<file path="src/rtl/data_table_engine_sched.sv">
// Data-table front-end scheduler: serialises search/insert/delete tasks and
// grants the single data-RAM port to whichever engine owns the current task.
package data_table_engine_sched_pkg;
   localparam int TABLE_ADDR_WIDTH = 8;

   typedef enum logic [1:0] {
      OP_SEARCH = 2'd0,
      OP_INSERT = 2'd1,
      OP_DELETE = 2'd2,
      OP_NOP    = 2'd3
   } ht_opcode_e;

   typedef struct packed {
      ht_opcode_e  opcode;
      logic [15:0] key;
      logic [31:0] value;
   } ht_cmd_t;

   typedef struct packed {
      ht_cmd_t                     cmd;
      logic [TABLE_ADDR_WIDTH-1:0] bucket;
   } ht_pdata_t;

   typedef struct packed {
      logic                        found;
      logic [TABLE_ADDR_WIDTH-1:0] addr;
      logic [31:0]                 value;
   } ht_result_t;

   typedef logic [47:0] ram_data_t;
endpackage

module data_table_engine_sched
   import data_table_engine_sched_pkg::*;
#(
   parameter int RAM_LATENCY    = 2,
   parameter int A_WIDTH        = TABLE_ADDR_WIDTH,
   parameter int TIMEOUT_CYCLES = 1024
) (
   input  logic                           clk_i,
   input  logic                           rst_i,
   input  ht_pdata_t                      task_i,
   input  logic                           task_valid_i,
   output logic                           task_ready_o,
   output ht_pdata_t                      eng_task_o,
   output logic [2:0]                     eng_task_valid_o,
   input  logic [2:0]                     eng_task_ready_i,
   input  ht_result_t [2:0]               eng_result_i,
   input  logic [2:0]                     eng_result_valid_i,
   output logic [2:0]                     eng_result_ready_o,
   input  logic [2:0][A_WIDTH-1:0]        eng_rd_addr_i,
   input  logic [2:0]                     eng_rd_en_i,
   input  logic [2:0][A_WIDTH-1:0]        eng_wr_addr_i,
   input  ram_data_t [2:0]                eng_wr_data_i,
   input  logic [2:0]                     eng_wr_en_i,
   output logic [A_WIDTH-1:0]             rd_addr_o,
   output logic                           rd_en_o,
   output logic [A_WIDTH-1:0]             wr_addr_o,
   output ram_data_t                      wr_data_o,
   output logic                           wr_en_o,
   output ht_result_t                     result_o,
   output logic                           result_valid_o,
   input  logic                           result_ready_i,
   output logic                           bad_opcode_o,
   output logic                           conflict_o,
   output logic                           timeout_o
);
   localparam int            CW      = $clog2(TIMEOUT_CYCLES + 1);
   localparam logic [CW-1:0] WD_MAX  = CW'(TIMEOUT_CYCLES);
   localparam logic [CW-1:0] WD_LAST = CW'(TIMEOUT_CYCLES - 1);

   typedef enum logic [1:0] {IDLE_S, DISPATCH_S, BUSY_S, RESULT_S} state_e;

   state_e        r_state, w_state_nxt;
   logic [2:0]    r_owner, w_owner_nxt;   // one-hot; zero whenever no engine owns the RAM
   ht_pdata_t     r_task;
   ht_result_t    r_result;
   logic          r_bad_opcode, r_conflict, r_timeout;
   logic [CW-1:0] r_wd_cnt;
   logic [2:0]    w_sel, w_req;
   logic          w_accept, w_capture;
   ht_result_t    w_owner_result;
   logic          w_unused;

   assign w_unused = (RAM_LATENCY != 0);

   always_comb begin
      w_sel = '0;
      case (task_i.cmd.opcode)
         OP_SEARCH: w_sel = 3'b001;
         OP_INSERT: w_sel = 3'b010;
         OP_DELETE: w_sel = 3'b100;
         default:   w_sel = '0;
      endcase
   end

   always_comb begin
      w_state_nxt        = r_state;
      w_owner_nxt        = r_owner;
      w_accept           = 1'b0;
      w_capture          = 1'b0;
      task_ready_o       = 1'b0;
      eng_task_valid_o   = '0;
      eng_result_ready_o = '0;
      result_valid_o     = 1'b0;
      unique case (r_state)
         IDLE_S: begin
            task_ready_o = 1'b1;
            w_accept     = task_valid_i;
            if (task_valid_i && (w_sel != '0)) begin
               w_owner_nxt = w_sel;
               w_state_nxt = DISPATCH_S;
            end
         end
         DISPATCH_S: begin
            eng_task_valid_o = r_owner;
            if ((eng_task_ready_i & r_owner) != '0) w_state_nxt = BUSY_S;
         end
         BUSY_S: begin
            eng_result_ready_o = r_owner;
            if ((eng_result_valid_i & r_owner) != '0) begin
               w_capture   = 1'b1;
               w_owner_nxt = '0;
               w_state_nxt = RESULT_S;
            end
         end
         RESULT_S: begin
            result_valid_o = 1'b1;
            if (result_ready_i) w_state_nxt = IDLE_S;
         end
         default: w_state_nxt = IDLE_S;
      endcase
   end

   // Owner is non-zero only in DISPATCH_S/BUSY_S, so the mux idles at zero elsewhere.
   always_comb begin
      w_owner_result = '0;
      rd_addr_o      = '0;
      rd_en_o        = 1'b0;
      wr_addr_o      = '0;
      wr_data_o      = '0;
      wr_en_o        = 1'b0;
      for (int unsigned i = 0; i < 3; i++) begin
         if (r_owner[i]) begin
            w_owner_result = eng_result_i[i];
            rd_addr_o      = eng_rd_addr_i[i];
            rd_en_o        = eng_rd_en_i[i];
            wr_addr_o      = eng_wr_addr_i[i];
            wr_data_o      = eng_wr_data_i[i];
            wr_en_o        = eng_wr_en_i[i];
         end
      end
   end

   assign w_req = eng_rd_en_i | eng_wr_en_i;

   always_ff @(posedge clk_i or posedge rst_i) begin
      if (rst_i) begin
         r_state      <= IDLE_S;
         r_owner      <= '0;
         r_task       <= '0;
         r_result     <= '0;
         r_bad_opcode <= 1'b0;
         r_conflict   <= 1'b0;
         r_timeout    <= 1'b0;
         r_wd_cnt     <= '0;
      end else begin
         r_state      <= w_state_nxt;
         r_owner      <= w_owner_nxt;
         r_bad_opcode <= w_accept && (w_sel == '0);
         if (w_accept)  r_task   <= task_i;
         if (w_capture) r_result <= w_owner_result;
         if ((w_req & ~r_owner) != '0) r_conflict <= 1'b1;
         if (w_accept) r_wd_cnt <= '0;
         else if ((r_owner != '0) && (r_wd_cnt != WD_MAX)) r_wd_cnt <= r_wd_cnt + 1'b1;
         if ((r_owner != '0) && (r_wd_cnt == WD_LAST)) r_timeout <= 1'b1;
      end
   end

   assign eng_task_o   = r_task;
   assign result_o     = r_result;
   assign bad_opcode_o = r_bad_opcode;
   assign conflict_o   = r_conflict;
   assign timeout_o    = r_timeout;

endmodule

</file>
<file path="config.mk">
export PLATFORM = sky130hd
export DESIGN_NAME = data_table_engine_sched
export DESIGN_NICKNAME = d
export VERILOG_FILES = /design/src/rtl/data_table_engine_sched.sv
export SDC_FILE = /design/constraint.sdc
export NUM_CORES = 1
export LEC_CHECK = 0
export CAP_MARGIN = 20
export CORE_AREA = 2 2 218 220
export CTS_CLUSTER_SIZE = 20
export DETAILED_ROUTE_END_ITERATION = 12
export DIE_AREA = 0 0 220 222
export SLEW_MARGIN = 20
export SYNTH_ARGS = -nofsm -noshare
export SYNTH_HDL_FRONTEND = slang
export SYNTH_SLANG_ARGS = --single-unit
</file>
<file path="constraint.sdc">
create_clock -name clk_i -period 3.8 [get_ports clk_i]
set_input_delay 0.57 -clock clk_i [delete_from_list [all_inputs] [get_ports clk_i]]
set_output_delay 0.57 -clock clk_i [all_outputs]
set_load 0.01 [all_outputs]
</file>
# Word level (Yosys, flattened, before mapping)
# Index checks and enable logic that the tools add are counted.
[totals] word_cells=82 inputBits=389 ff_bits=118 out_inout_bits=176
[op_classes] n_reduce_logical=16 n_mux=36 bitwise=5 eq_ne=11 add_sub_neg=1
[op_table] operator="48-bit two-way mux" n=3
[op_table] operator="41-bit two-way mux" n=3
[op_table] operator="8-bit two-way mux" n=6
[op_table] operator="11-bit two-way mux" n=2
[op_table] operator="3-bit nonzero test" n=5
[op_table] operator="3-bit two-way mux" n=4
[op_table] operator="11-bit by 1-bit adder with 11-bit output (second input constant)" n=1
[op_table] operator="11-bit by 10-bit == test with 1-bit output (second input constant)" n=1
[op_table] operator="1-bit two-way mux" n=11
[op_table] operator="11-bit != test (second input constant)" n=1
[op_table] operator="3-bit AND" n=3
[op_table] operator="3-bit case mux with 3 select lines" n=1
[op_table] operator="2-bit two-way mux" n=4
[op_table] operator="2-bit != test (second input constant)" n=4
[op_table] operator="2-bit case mux with 4 select lines" n=1
[op_table] operator="2-bit == test (second input constant)" n=3
[op_table] operator="3-bit case mux with 2 select lines" n=1
[op_table] operator="2-bit by 1-bit == test with 1-bit output (second input constant)" n=2
[op_table] operator="1-bit logical AND" n=4
[op_table] operator="2-bit zero test" n=2
[op_table] operator="4-bit AND reduction" n=1
[op_table] operator="2-bit nonzero test" n=2
[op_table] operator="3-bit zero test" n=1
[op_table] operator="3-bit NOT" n=1
[op_table] operator="2 further kinds" n=2

# Logic depth before layout (Yosys ltp)
# Gate-level depths: netlist of the first run.
[logic_depth] word_depth=6 mapped_depth=8 depth_no_buf=6

# Worst setup path after synthesis of the first run
# OpenSTA, ideal clock, no wires.
[synth_path] kind="flip-flop to output port" startpoint="register r_owner[1]" endpoint="output rd_addr_o[0]" n_path_buf=4 path_stages_with_launch=8 path_slack_ps=1777 arrival_ps=1453 required_time_ps=3230 cell_sequence="dfrtp_1 buf_6 nor2b_1 buf_2 buf_2 buf_2 a22oi_1 o21ai_0"
[synth_between] elab_chain_len=2
[synth_lines] element="start, declared" line_no="75" rtl="logic [2:0] r_owner, w_owner_nxt;"
[synth_lines] element="start signal, assigned" line_no="169" rtl="r_owner <= w_owner_nxt;"
[synth_lines] element="8-bit two-way mux (2 in series)" line_no="144" rtl="if (r_owner[i]) begin"
[synth_lines] element="end, declared" line_no="56" rtl="output logic [A_WIDTH-1:0] rd_addr_o,"
# Every way passes these cells.

# Worst setup path in the final report of the first run
[layout_path] startpoint="register r_owner[1]" endpoint="output rd_addr_o[6]"
# The elaborated chain is that of the path after synthesis.

==> results of run 1 <==
per-layer routing:
layer  share of wire (%)  global-route usage, %
met1                  41                   17.4
met2                  50                   24.5
met3                 6.3                   3.54
met4                 2.4                   5.37
met5               0.052                      0
sequential cells by signal, indices dropped and copies added (netlist names):
signal        count
bad_opcode_o      1
conflict_o        1
eng_task_o       58
r_owner           3
r_state           2
r_wd_cnt         11
result_o         41
timeout_o         1
final cells by class:
type / instances / area, um^2 / area share, %
Timing Repair Buffer: 581 / 5870 / 43.0
Multi-Input combinational cell: 625 / 3460 / 25.4
Sequential cell: 118 / 2960 / 21.7
Tap cell: 607 / 759 / 5.56
Clock buffer: 19 / 443 / 3.24
Clock inverter: 13 / 124 / 0.907
Inverter: 6 / 25.0 / 0.183
Antenna cell: 3 / 7.51 / 0.0550
worst max-delay path, cell delays in order, from the launching register on:
cell	delay [ns]
dfrtp_4	0.51
nor2b_4	0.16
buf_12	0.28
a22oi_1	0.13
o21ai_0	0.44
clkdlybuf4s50_1	0.64
logic make-up (layout without fill, tap and decap cells):
group	Yosys count	after routing	share of synthesized area, %
simple gates	376	376	23.9
compound gates	230	230	23.9
flops	118	118	43.6
buf+inv	80	619	5.36
fa+ha+maj	7	7	1.29
xor+xnor	7	7	0.906
mux	5	5	0.980
other cells	0	3	0
synthesized netlist by cell type (all sizes together):
| library cell | count | area (um^2) |
|---|---|---|
| a21bo | 1 | 10.0 |
| a21oi | 3 | 18.8 |
| a221oi | 41 | 359 |
| a222oi | 1 | 10.0 |
| a22oi | 68 | 510 |
| a32oi | 1 | 8.76 |
| and2 | 8 | 50.1 |
| and3 | 1 | 6.26 |
| and4 | 1 | 8.76 |
| buf | 25 | 146 |
| clkbuf | 49 | 194 |
| dfrtp | 118 | 2950 |
| ha | 7 | 87.6 |
| inv | 6 | 22.5 |
| mux2 | 4 | 56.3 |
| mux2i | 1 | 10.0 |
| nand2 | 290 | 1090 |
| nand2b | 2 | 12.5 |
| nand3 | 2 | 10.0 |
| nand4 | 3 | 18.8 |
| nor2 | 13 | 48.8 |
| nor2b | 42 | 263 |
| nor3 | 5 | 30.0 |
| nor3b | 2 | 15.0 |
| nor4 | 2 | 27.5 |
| o211ai | 1 | 7.51 |
| o21a | 1 | 8.76 |
| o21ai | 68 | 344 |
| o21bai | 1 | 7.51 |
| o221ai | 1 | 8.76 |
| o311a | 1 | 10.0 |
| o31ai | 42 | 315 |
| or3 | 4 | 25.0 |
| or4 | 1 | 11.3 |
| xnor2 | 3 | 26.3 |
| xor2 | 4 | 35.0 |
metrics by stage:
stage,power (mW),worst slack [ns],cell area [um^2]
floorplan,1.30,0.101,6770
global placement,1.73,1.01,13100
detailed placement,1.73,1.01,13100
CTS,3.39,0.481,13600
global route,3.45,0.443,13600
finish,3.30,0.470,13700
worst min-delay path by stage:
| stage | start | end | slack, ns | cells past startpoint |
|---|---|---|---|---|
| floorplan | r_wd_cnt[10] | timeout_o | 0.47 | 1 |
| global placement | eng_task_o[38] | eng_task_o[38] | 0.46 | 2 |
| detailed placement | eng_task_o[8] | eng_task_o[8] | 0.46 | 2 |
| CTS | eng_task_o[44] | eng_task_o[44] | 0.48 | 2 |
| global route | eng_task_o[45] | eng_task_o[45] | 0.49 | 2 |
| finish | eng_task_o[44] | eng_task_o[44] | 0.47 | 2 |
power by group through the flow:
stage / combinational, mW / clock (mW) / sequential, mW
2_1_floorplan: 0.0223 / 0 / 1.28
3_3_place_gp: 0.449 / 0 / 1.28
3_5_place_dp: 0.451 / 0 / 1.28
4_1_cts: 0.454 / 1.68 / 1.26
5_1_grt: 0.477 / 1.72 / 1.26
6_report: 0.449 / 1.60 / 1.26
==> out/qor.yml, run 1 <==
place:
  gp_congestion: 0.878
  hpwl_um: 29000
  io_buffers: 564
  place_inst: 1937
synthesis:
  syn_inst: 823
  postSynthAreaPerCell_um2: 8.22
  syn-num-nets: 1219
  synth_seq_cells: 118
  synth_cell_types: 45
  yosysWarnings: 0
  syn_area_um2: 6770
  yosysSeqAreaShare_pct: 43.6
timing:
  finalCriticalPeriod_ns: 3.33
  tns_ns: 0
  maxSlewViolCount: 0
  finClkSkew_ns: 0.0139
  slew_headroom_pct: 28.3
  worstMarginPinSlew_ns: 1.08
  setup_viol: 0
  rsz0062_at_grt: "no"
  fin_crit_sh_pct: 87.6
  worst_hold_slack_ns: 0.471
  hold_violations: 0
  fmax_mhz: 300
cells_and_area:
  drive_gt1_share_pct: 4.92
  mostFrequentLayoutCells: "clkdlybuf4s50_1, nand2_1, dfrtp_1"
  fillers: 4953
  final_common_cell: "clkdlybuf4s50_1"
  final_cells: 1972
  finish.utilization_pct: 29.5
  nNetsFinal: 1745
  area_growth_pct: 102
detailed_routing:
  drt-initial-drc-count: 429
  drc: 0
  viasPerCell: 4.15
  final_antenna_net_count: 0
  vias: 8176
  wl_per_cell_um: 18.4
  wl_um: 36200
  first_pass_iters: 4
worst_setup_path:
  end_kind: "output port"
  worst-setup-path-type: "reg2out"
  rr_startpoint: "r_owner[2]"
  reg2reg_to: "result_o[18]"
  worst_r2r_path_depth: 5
  critPathLaunchType: "register"
  path_max_fanout: 90
  crit_end: "rd_addr_o[6]"
  critPathRequiredTime_ns: 3.23
  startpoint: "r_owner[1]"
  worst_ep_arrival_time_ns: 2.76
  reg2reg_slack_ns: 1.31
die:
  die_y_um: 222
  start_util_pct: 14.6
  core_area_um2: 46300
  num_io_pins: 565
  die_area_um2: 48800
  die_w_um: 220
  row_count: 79
pwr:
  swShare_pct: 23.4
  power_frac_seq_pct: 38.1
  ir_drop_mv: 0.274
  pwr_density_cell_nw_per_um2: 242
  p_comb_share_pct: 13.6
  p_leak_nw: 5.27
  intPower_mw: 2.53
  power_frac_clock_pct: 48.3
  switchingPower_mw: 0.771
clocking:
  cts_hold_buffers: 0
  cts_setup_buffers: 0
  clkSlewWorstSetupHoldPaths_ns: 0.06
  cts_max_path_buffers: 2
  cts_sinks: 118
  ctsResizeCount: 0
  cts_buffers: 17
  clock_latency_ns: 0.44
  cts_tree: "done"
  htreeDepth: 4
  cts_root_buf: "clkbuf_16"
grt:
  grt_remaining_overflow: 0
  antenna_found_initial: 5
  grt_pass1_vias: 8253
  grt_usage_pct: 14.4
  grt_start_max_net_pins: 91
  grt_pass1_wl_um: 51900
status:
  outcome: "completed"
job:
  max_cap_viol_count: 0
min_path:
  hp-class: "reg2reg"
No activity file was read; power rests on OpenSTA's default activity.
==> run 2, diff against run 1 <==
CAP_MARGIN = 30   (was 20)
==> results of run 2 <==
Same layout as run 1: the final DEF is identical, and so are final timing and power.
